--- src/rtl/accel_mem_arbiter.sv ---
`default_nettype none
// ============================================================================
// Module      : accel_mem_arbiter
// Description : Round-robin arbiter sharing one memory access port
//               (512-bit read, 32-bit write) among NUM_CORES hashing cores.
//               A single transaction is outstanding at a time.
//
//               The winning core's address and data are latched at grant.
//               The transaction is held on the memory port until its
//               completion pulse arrives. The completion is then routed
//               back to the granted core, and a one-cycle RELEASE gap lets
//               that core drop its level request.
//
// Ports       : clk, rst                 - clock, asynchronous active-high reset
//               core_read_en/_addr       - per-core level read requests
//               core_write_en/_addr/_data- per-core level write requests
//               core_read_data           - memory read data broadcast
//               core_read_data_valid     - one-hot read completion
//               core_write_done          - one-hot write completion
//               mem_acc_read_*           - memory read request / response
//               mem_acc_write_*          - memory write request / response
//               grant_id                 - owner of the current transaction
//               busy                     - transaction outstanding
//               unexpected_resp          - sticky stray-completion flag
// Revision    : 1.0 - initial release
// ============================================================================
module accel_mem_arbiter #(
    parameter int NUM_CORES = 4,
    parameter int ADDR_W    = 16
) (
    input  logic                          clk,
    input  logic                          rst,

    input  logic [NUM_CORES-1:0]          core_read_en,
    input  logic [NUM_CORES*ADDR_W-1:0]   core_read_addr,
    input  logic [NUM_CORES-1:0]          core_write_en,
    input  logic [NUM_CORES*ADDR_W-1:0]   core_write_addr,
    input  logic [NUM_CORES*32-1:0]       core_write_data,

    output logic [511:0]                  core_read_data,
    output logic [NUM_CORES-1:0]          core_read_data_valid,
    output logic [NUM_CORES-1:0]          core_write_done,

    output logic                          mem_acc_read_en,
    output logic [ADDR_W-1:0]             mem_acc_read_addr,
    output logic                          mem_acc_write_en,
    output logic [ADDR_W-1:0]             mem_acc_write_addr,
    output logic [31:0]                   mem_acc_write_data,
    input  logic [511:0]                  mem_acc_read_data,
    input  logic                          mem_acc_read_data_valid,
    input  logic                          mem_acc_write_done,

    output logic [$clog2(NUM_CORES)-1:0]  grant_id,
    output logic                          busy,
    output logic                          unexpected_resp
);

    localparam int c_id_w   = $clog2(NUM_CORES);
    // One extra bit so ptr + offset (< 2*NUM_CORES) cannot overflow
    // before the wrap correction.
    localparam int c_scan_w = c_id_w + 1;

    typedef enum logic [1:0] {
        ST_IDLE    = 2'd0,
        ST_READ    = 2'd1,
        ST_WRITE   = 2'd2,
        ST_RELEASE = 2'd3
    } state_t;

    state_t              r_state;
    state_t              w_next_state;

    logic [c_id_w-1:0]   r_rr_ptr;
    logic [c_id_w-1:0]   r_grant_id;
    logic [ADDR_W-1:0]   r_rd_addr;
    logic [ADDR_W-1:0]   r_wr_addr;
    logic [31:0]         r_wr_data;
    logic                r_unexpected;

    logic                w_found;
    logic [c_id_w-1:0]   w_winner;
    logic [c_scan_w-1:0] w_scan;
    logic [c_id_w-1:0]   w_next_ptr;
    logic                w_win_write;
    logic [ADDR_W-1:0]   w_sel_rd_addr;
    logic [ADDR_W-1:0]   w_sel_wr_addr;
    logic [31:0]         w_sel_wr_data;
    logic                w_grant;
    logic                w_stray;
    logic [NUM_CORES-1:0] w_grant_onehot;

    // ------------------------------------------------------------------
    // Round-robin scan: first requester at or after r_rr_ptr wins.
    // ------------------------------------------------------------------
    always_comb begin
        w_found  = 1'b0;
        w_winner = '0;
        w_scan   = '0;
        for (int i = 0; i < NUM_CORES; i++) begin
            w_scan = {1'b0, r_rr_ptr} + c_scan_w'(i);
            if (w_scan >= c_scan_w'(NUM_CORES)) begin
                w_scan = w_scan - c_scan_w'(NUM_CORES);
            end
            if (!w_found &&
                (core_read_en[w_scan[c_id_w-1:0]] | core_write_en[w_scan[c_id_w-1:0]])) begin
                w_found  = 1'b1;
                w_winner = w_scan[c_id_w-1:0];
            end
        end
    end

    // Operand mux for the winning core; constant slice indices only.
    always_comb begin
        w_win_write   = 1'b0;
        w_sel_rd_addr = '0;
        w_sel_wr_addr = '0;
        w_sel_wr_data = '0;
        for (int k = 0; k < NUM_CORES; k++) begin
            if (w_winner == c_id_w'(k)) begin
                w_win_write   = core_write_en[k];
                w_sel_rd_addr = core_read_addr[k*ADDR_W +: ADDR_W];
                w_sel_wr_addr = core_write_addr[k*ADDR_W +: ADDR_W];
                w_sel_wr_data = core_write_data[k*32 +: 32];
            end
        end
    end

    assign w_next_ptr = (w_winner == c_id_w'(NUM_CORES - 1)) ? '0 : w_winner + 1'b1;
    assign w_grant    = (r_state == ST_IDLE) && w_found;

    // ------------------------------------------------------------------
    // Next-state logic
    // ------------------------------------------------------------------
    always_comb begin
        w_next_state = r_state;
        case (r_state)
            ST_IDLE: begin
                if (w_found) begin
                    w_next_state = w_win_write ? ST_WRITE : ST_READ;
                end
            end
            ST_READ: begin
                if (mem_acc_read_data_valid) begin
                    w_next_state = ST_RELEASE;
                end
            end
            ST_WRITE: begin
                if (mem_acc_write_done) begin
                    w_next_state = ST_RELEASE;
                end
            end
            ST_RELEASE: begin
                w_next_state = ST_IDLE;
            end
            default: begin
                w_next_state = ST_IDLE;
            end
        endcase
    end

    // A completion that does not match the current transaction type.
    assign w_stray = (mem_acc_read_data_valid && (r_state != ST_READ)) ||
                     (mem_acc_write_done      && (r_state != ST_WRITE));

    // ------------------------------------------------------------------
    // State and grant registers
    // ------------------------------------------------------------------
    always_ff @(posedge clk or posedge rst) begin
        if (rst) begin
            r_state      <= ST_IDLE;
            r_rr_ptr     <= '0;
            r_grant_id   <= '0;
            r_rd_addr    <= '0;
            r_wr_addr    <= '0;
            r_wr_data    <= '0;
            r_unexpected <= 1'b0;
        end else begin
            r_state <= w_next_state;
            if (w_grant) begin
                r_grant_id <= w_winner;
                r_rr_ptr   <= w_next_ptr;
                if (w_win_write) begin
                    r_wr_addr <= w_sel_wr_addr;
                    r_wr_data <= w_sel_wr_data;
                end else begin
                    r_rd_addr <= w_sel_rd_addr;
                end
            end
            if (w_stray) begin
                r_unexpected <= 1'b1;
            end
        end
    end

    // ------------------------------------------------------------------
    // Outputs: enables decode from the state register so an asynchronous
    // reset drops them immediately; completions pass through combinationally.
    // ------------------------------------------------------------------
    assign w_grant_onehot = NUM_CORES'(1) << r_grant_id;

    assign mem_acc_read_en    = (r_state == ST_READ);
    assign mem_acc_write_en   = (r_state == ST_WRITE);
    assign mem_acc_read_addr  = r_rd_addr;
    assign mem_acc_write_addr = r_wr_addr;
    assign mem_acc_write_data = r_wr_data;

    assign core_read_data       = mem_acc_read_data;
    assign core_read_data_valid = ((r_state == ST_READ) && mem_acc_read_data_valid) ?
                                  w_grant_onehot : '0;
    assign core_write_done      = ((r_state == ST_WRITE) && mem_acc_write_done) ?
                                  w_grant_onehot : '0;

    assign grant_id        = r_grant_id;
    assign busy            = (r_state == ST_READ) || (r_state == ST_WRITE);
    assign unexpected_resp = r_unexpected;

endmodule
`default_nettype wire

--- config.mk ---
export PLATFORM = sky130hd
export DESIGN_NAME = accel_mem_arbiter
export DESIGN_NICKNAME = d
export VERILOG_FILES = /design/src/rtl/accel_mem_arbiter.sv
export SDC_FILE = /design/constraint.sdc
export NUM_CORES = 1
export LEC_CHECK = 0
export CAP_MARGIN = 20
export CORE_AREA = 4 4 538 540
export CTS_CLUSTER_DIAMETER = 200
export DETAILED_ROUTE_END_ITERATION = 12
export DIE_AREA = 0 0 542 544
export SYNTH_ARGS = -nofsm -noshare
export SYNTH_HDL_FRONTEND = slang
export SYNTH_SLANG_ARGS = --single-unit
--- constraint.sdc ---
create_clock -name clk -period 7.1 [get_ports clk]
set_input_delay 0.71 -clock clk [delete_from_list [all_inputs] [get_ports clk]]
set_output_delay 0.71 -clock clk [all_outputs]
set_load 0.01 [all_outputs]
Word-level counts from Yosys, hierarchy flattened. Cells that the tools add are included.

Add/subtract/negate cells: 8. Multiply operators: 0. Divide/modulo/power cells: 0. Order comparisons: 8. Equal/unequal tests: 11. Shifts and indexed selects: 1. Mux-type cells: 52. Bitwise logic cells: 5. Reductions and logical operators: 18.

Operator list (count): 16-bit two-way mux (8); 32-bit two-way mux (4); 2-bit two-way mux (13); 1-bit binary-select mux with 2-bit select (8); 1-bit two-way mux (16); 2-bit by 3-bit less-than comparator with 1-bit output (second input constant) (4); 3-bit greater-or-equal comparator (second input constant) (3); 2-bit == test (second input constant) (4); 1-bit logical AND (8); 4-bit two-way mux (2); 2-bit case mux with 4 select lines (1); 2-bit by 1-bit subtractor with 2-bit output (second input constant) (4); 2-bit by 2-bit adder with 3-bit output (second input constant) (2); 2-bit by 1-bit inequality test with 1-bit output (second input constant) (3); 2-bit by 1-bit == test with 1-bit output (second input constant) (2); 2-bit logical NOT (2); 2-bit inequality test (second input constant) (2); 1-bit bitwise OR (4); 2-bit AND reduction (2); 1-bit by 2-bit << shifter with 4-bit output (first input constant) (1); 2-bit by 1-bit adder with 3-bit output (second input constant) (1); 2-bit by 3-bit greater-or-equal comparator with 1-bit output (second input constant) (1); 1-bit logical NOT (3); 3-bit AND reduction (1); 3 further kinds (4).

Flip-flop bits (word level): 71. Latch bits: 0. RAM bits: 0. ROM bits: 0. Input port bits: 780. Output and inout bits: 590. Logic and storage cells: 110. Memories: 0.

Depth between registers and ports, before layout.
Depth in word-level cells: 23. Mapped depth: 12. Gate-level depth less buffers: 9.

Worst setup path after synthesis. No wires, ideal clock.

Path type: input port to flip-flop. Start: in core_read_en[0]. End: reg r_rd_addr[0] (netlist: mem_acc_read_addr[0]). Library setup time: 125 ps. Arrival: 2820 ps. Required time: 6975 ps. Path slack: 4155 ps. Stages on the path: 11. Buffers on the path: 2. Cell sequence: nor2_1 o21ai_0 a21oi_1 inv_1 ha_1 buf_2 a211oi_2 a211oi_4 nor2_4 buf_6 mux2_4.

Cells in the longest elaborated chain, start to end: 20. Elaborated cells on any way between the ends: 41. Those cells by class: eq/ne (3); mux (24); bitwise (5); reduce/logical (9).

Ends and longest elaborated chain: from (decl) (RTL line 34) `input logic [NUM_CORES-1:0] core_read_en,`; 1-bit binary-select mux with 2-bit select (RTL line 105) `(core_read_en[w_scan[c_id_w-1:0]] | core_write_en[w_scan[c_id_w-1:0]])) begin`; 1-bit two-way mux (not written as such) (RTL line 105); 1-bit bitwise OR (RTL line 105); 1-bit two-way mux (RTL line 104) `if (!w_found &&`; 1-bit logical NOT (RTL line 104); 1-bit logical AND (RTL line 104); 1-bit two-way mux (RTL line 104); 1-bit logical NOT (RTL line 104); (+2 left out); 1-bit logical NOT (RTL line 104); 1-bit logical AND (RTL line 104); 2-bit two-way mux * (RTL line 104); named net w_winner[1] (RTL line 81) `logic [c_id_w-1:0] w_winner;`; 2-bit logical NOT (RTL line 119) `if (w_winner == c_id_w'(k)) begin`; 1-bit two-way mux (4 in series) (RTL line 119); 1-bit inverter (no source line); 2-bit AND reduction (no source line); to (signal assigned) (RTL line 186) `r_rd_addr <= w_sel_rd_addr;`; to (decl) (RTL line 75) `logic [ADDR_W-1:0] r_rd_addr;`.

Mark *: on every way through the listed nets, which the timed path passes. The rest lies on a longest branch. The select of a mux whose other input is x is not followed. A chain may end at the register's enable or synchronous reset.

Final worst setup path.
Start: in core_write_en[0]. End: reg r_wr_addr[2] (netlist: mem_acc_write_addr[2]).

Cells in the longest elaborated chain, start to end: 19. Elaborated cells on any way between the ends: 40. Those cells by class: eq/ne (3); mux (24); bitwise (4); reduce/logical (9).

Ends and longest elaborated chain: from (decl) (RTL line 36) `input logic [NUM_CORES-1:0] core_write_en,`; 1-bit binary-select mux with 2-bit select (RTL line 105); 1-bit two-way mux (not written as such) (RTL line 105); 1-bit bitwise OR (RTL line 105); 1-bit two-way mux (RTL line 104); 1-bit logical NOT (RTL line 104); 1-bit logical AND (RTL line 104); 1-bit two-way mux (RTL line 104); 1-bit logical NOT (RTL line 104); 1-bit logical AND (RTL line 104); 1-bit two-way mux (RTL line 104); 1-bit logical NOT (RTL line 104); 1-bit logical AND (RTL line 104); 2-bit two-way mux * (RTL line 104); named net w_winner[1] (RTL line 81); 2-bit logical NOT (RTL line 119); 1-bit two-way mux (4 in series) (RTL line 119); 2-bit AND reduction (no source line); to (signal assigned) (RTL line 183) `r_wr_addr <= w_sel_wr_addr;`; to (decl) (RTL line 76) `logic [ADDR_W-1:0] r_wr_addr;`.

Marked as above.

==> results <==
- The first global-routing pass estimated ~210,000 µm of wire.
- The number of cell rows is 196.
- The fraction of post-synthesis cell area in the top cell type by area is 41.4%.
- For this run, the number of Yosys warnings is 0.
- Data arrives at the worst endpoint at 4820 ps.
- Buffers inserted during clock tree synthesis total 9.
- The die is ~540 µm wide.
- Synthesis handed over a netlist of 1,146 instances.
- Once placement finished, the instance area stood at 13,500 µm².
- The synthesized design spends more area on one cell type than any other, namely sky130_fd_sc_hd__buf_4.
- Dividing the synthesized area by the synthesized cell count gives around 8 µm².
- After detailed routing, the number of vias per cell comes to 1.65.
- The first TritonRoute pass finished after 5 iterations.
- Measured along the y axis, the die boundary spans approximately 540 µm.
- Setup violations remaining at the end of the flow were counted as 0.
- The number of nets in the synthesized netlist is 1,933.
- Once the floorplan was initialized, standard cells occupied 3.27% of the core.
- The relative contribution of combinational cells to total power is 70.8%.
- The count of flip-flops with a built-in enable after synthesis is 0.
- The post-synthesis cell area is 9300 µm².
- Based on the critical path, the design can be clocked at up to 220 MHz.
- The area of combinational cells with multiple inputs is roughly 3200 µm².
- At the worst endpoint, the required time is 7380 ps.
- In this run the power spent charging and discharging nets is 2.21 mW.
- The via count of the first global-routing pass was 7,568.
- After detailed routing, the number of remaining DRC violations is 0.
- Cells with a size suffix above 1 make up 10.8% of the layout.
- The number of antenna violations at the first check in global routing is 36.
- Between clock sinks in the finished design, the worst skew comes to 26.4 ps.
- The routed design could run at a clock period as short as 4540 ps.
- Counting the fill cells in the layout gives 33,700.
- The sequential share of the synthesized area is roughly a fifth.
- The most critical setup path has its endpoint at mem_acc_write_addr[2].
- STA classifies the critical path endpoint as a flop.
- The post-cts gate resize count is 0.
- Clock tree synthesis found a total of 71 sinks.
- Tracing the worst setup path back leads to its startpoint at core_write_en[0].
- Clock tree synthesis selected as its root buffer the cell sky130_fd_sc_hd__clkbuf_16.
- The nature of the critical path startpoint is an input pin.
- The hold buffer count at cts is 0.
- The detailed placement HPWL is between 150,000 and 200,000 µm.
- The prevailing post-synth register cell is sky130_fd_sc_hd__dfrtp_1.
- For this design the ratio of total power to cell area is 330 nW/µm².
- The overall power of the completed layout is 4.58 mW.
- Sorting the synthesized cells by area gives the leading types as sky130_fd_sc_hd__buf_4 (41%), sky130_fd_sc_hd__dfrtp_1 (19%), sky130_fd_sc_hd__mux2_4 (9.4%), sky130_fd_sc_hd__a21oi_1 (6.6%), sky130_fd_sc_hd__a22o_1 (5.7%).
- The area of the core is 284,000 µm².
- Once detail routing completed, the nets flagged for antenna violations numbered 0.
- The pin count of the biggest net entering global routing is 71.
- The final layout contains routed wiring with a total length of 197,000 µm.
- Dividing the detail-routed wire length by the instance count gives 41.7 µm.
- The critical setup path kind is in -> reg.
- In this run the tool buffered the top-level ports with 345 buffer cells.
- Routability-driven placement finished with a final weighted congestion of 0.789.
- The static leakage is 4.11 nW.
- The number of design-rule violations left by the first detailed-router iteration is about 600.
- Setup repair after global routing left no endpoint under its margin.
- TritonCTS built the clock tree.
- Across every metal layer, demand over resource in global routing totals 12.7%.
- Pin placement for this block handled 1,370 I/O pins.
- For the pin with the worst max-slew slack, the measured transition is 1080 ps.
- The total negative setup slack is 0 ps.
- From synthesis to final layout, the design area changed by 49.3%.
- The number of buffers added for setup after CTS is 0.
- Setup slack on the critical path of the routed design comes to 2560 ps.
- The capturing point of the worst reg2reg path is mem_acc_write_addr[2].
- Detailed routing inserted a total of 7,811 vias.
- The post-layout instance area is 13,900 µm².
- No sink is reached through more buffers than the 2 on the longest clock path.
- The share of power burned in the clock network is 13.2%.
- The fraction of the cycle the final worst path needs is between 60% and 70%.
- The startpoint identified for the worst register-to-register timing path is r_rr_ptr[0].
- The switching share of power is 48.3%.
- Summed over all layers, the global routing overflow is 0.
- In the final design database the tool counted 1,730 nets.
- The share of the core filled with cells in the final layout is 4.88%.
- The min-delay analysis places its worst path in the category reg -> reg.
- Sequential cells account for 16.1% of the total power.
- The clock latency on the worst-skew pair is 410 ps.
- The flow ran to the end, and the final reports show no timing, DRC or antenna violations.
- The number of endpoints with negative hold slack in the final report is 0.
- Counting flops and latches in the post-synthesis netlist gives 71.
- Of all nets on the critical path, the largest fanout is 61.
- The die covers 295,000 µm².
- The worst slack at placement is 2130 ps.
- The number of max-slew violations in the final report was 0.
- Setup slack on the worst reg-to-reg path comes out at between 3000 and 4000 ps.
- Clock-pin slew was measured on the worst setup and hold paths at around 80 ps.
- The tightest slew margin relative to the limit is roughly 28%.
- The total number of H-tree levels is 3.
- The count of unique library cells instantiated by Yosys is 37.
- Counting flops with an async set or reset pin after synthesis yields a share of 100%.
- The sequential cells in the finished layout cover a total of 1780 µm².
- Counting cells, the worst reg-to-reg path comes to 9.
- The internal power of the cells totals 2.37 mW.
- The worst-case IR drop observed on VDD is around 0.00017 V.
- The max-capacitance violation count is 0.
## power groups by stage
stage | Combinational, mW | Clock, mW | Sequential (mW)
final | 3.24 | 0.604 | 0.736
after global routing | 3.50 | 0.663 | 0.760
after CTS | 3.31 | 0.664 | 0.739
after detailed placement | 3.29 | 0 | 0.743
after global placement | 3.30 | 0 | 0.746
after floorplan | 2.00 | 0 | 0.783
## metrics by stage
step / hold WS (ps) / std cells
floorplan: 494 / 1146
global placement: 493 / 4693
detailed placement: 493 / 4694
CTS: 513 / 4710
global route: 519 / 4723
finish: 504 / 4726
## synth_stat cells (6+ instances only)
cell type	n
sky130_fd_sc_hd__dfrtp_1	71
sky130_fd_sc_hd__nor2b_1	8
sky130_fd_sc_hd__mux2_2	8
sky130_fd_sc_hd__inv_1	68
sky130_fd_sc_hd__buf_4	512
sky130_fd_sc_hd__buf_2	11
sky130_fd_sc_hd__o21ai_0	62
sky130_fd_sc_hd__nand2_1	67
sky130_fd_sc_hd__buf_6	6
sky130_fd_sc_hd__ha_1	7
sky130_fd_sc_hd__a22o_1	61
sky130_fd_sc_hd__clkbuf_1	34
sky130_fd_sc_hd__nor2_1	12
sky130_fd_sc_hd__mux2_4	58
sky130_fd_sc_hd__a21oi_1	123
## cells by family (layout without fill, tap and decap cells)
| group | after synthesis | after routing | synth area share [%] |
|---|---|---|---|
| buffers and inverters | 635 | 437 | 47.0 |
| muxes | 67 | 67 | 10.4 |
| other | 0 | 16 | 0 |
| AOI/OAI and AO/OA | 264 | 264 | 17.5 |
| and+or+nand+nor | 102 | 102 | 5.05 |
| DFF | 71 | 71 | 19.1 |
| adders and majority gates | 7 | 7 | 0.942 |
## cells in the final DEF, fill, tap and decap left out, drive strengths merged, types with 3 or more instances in the layout
cell           netlist  layout
mux2                66      66
o21ai               62      62
nor2b                8       8
clkbuf              34      10
nand3                3       3
bufinv               0       3
a22o                61      61
nand2b               3       3
ha                   7       7
a21oi              123     123
clkdlybuf4s50        0     345
dfrtp               71      71
a221oi               4       4
o31ai                5       5
inv                 68      70
nor2                13      13
diode                0      16
buf                533       8
nand2               68      68
## routing by layer
| metal | global-route usage (%) | wire, µm | vias to the layer above |
|---|---|---|---|
| li1 | - | - | 2870 |
| met1 | 5.51 | 30800 | 3175 |
| met2 | 17.1 | 74600 | 1510 |
| met3 | 25.8 | 84000 | 216 |
| met4 | 3.69 | 6290 | 40 |
| met5 | 2.68 | 1200 | - |
## area by class of cell
type	instances	area share, %
timing repair buffer	353	25.5
sequential	71	12.8
multi-input combinational	440	23.1
tap	3762	33.9
clock buffer	10	1.72
antenna	16	0.288
clock inverter	6	0.829
inverter	68	1.86
## state kept, by name, indices dropped and copies added (netlist names)
signal              cells
r_state                 2
r_rr_ptr                2
mem_acc_read_addr      16
mem_acc_write_addr     16
mem_acc_write_data     32
unexpected_resp         1
grant_id                2
## worst min-delay path by stage
stage | from | to | slack [ps] | depth (start not counted)
2_1_floorplan | r_state[0] | r_state[0] | 490 | 1
3_3_place_gp | mem_acc_write_data[4] | mem_acc_write_data[4] | 490 | 1
3_5_place_dp | mem_acc_write_data[0] | mem_acc_write_data[0] | 490 | 1
4_1_cts | mem_acc_write_data[0] | mem_acc_write_data[0] | 510 | 1
5_1_grt | mem_acc_write_data[13] | mem_acc_write_data[13] | 520 | 1
6_report | unexpected_resp | unexpected_resp | 500 | 2
## worst max-delay path, cell delays in order
cell,delay (ps)
sky130_fd_sc_hd__clkdlybuf4s50_1,470
sky130_fd_sc_hd__nor2_1,360
sky130_fd_sc_hd__o21ai_0,160
sky130_fd_sc_hd__a21oi_1,490
sky130_fd_sc_hd__ha_4,770
sky130_fd_sc_hd__nor3b_1,420
sky130_fd_sc_hd__a211oi_4,110
sky130_fd_sc_hd__nand2_4,180
sky130_fd_sc_hd__buf_4,680
sky130_fd_sc_hd__mux2_4,360
No activity file was read; power rests on OpenSTA's default activity.
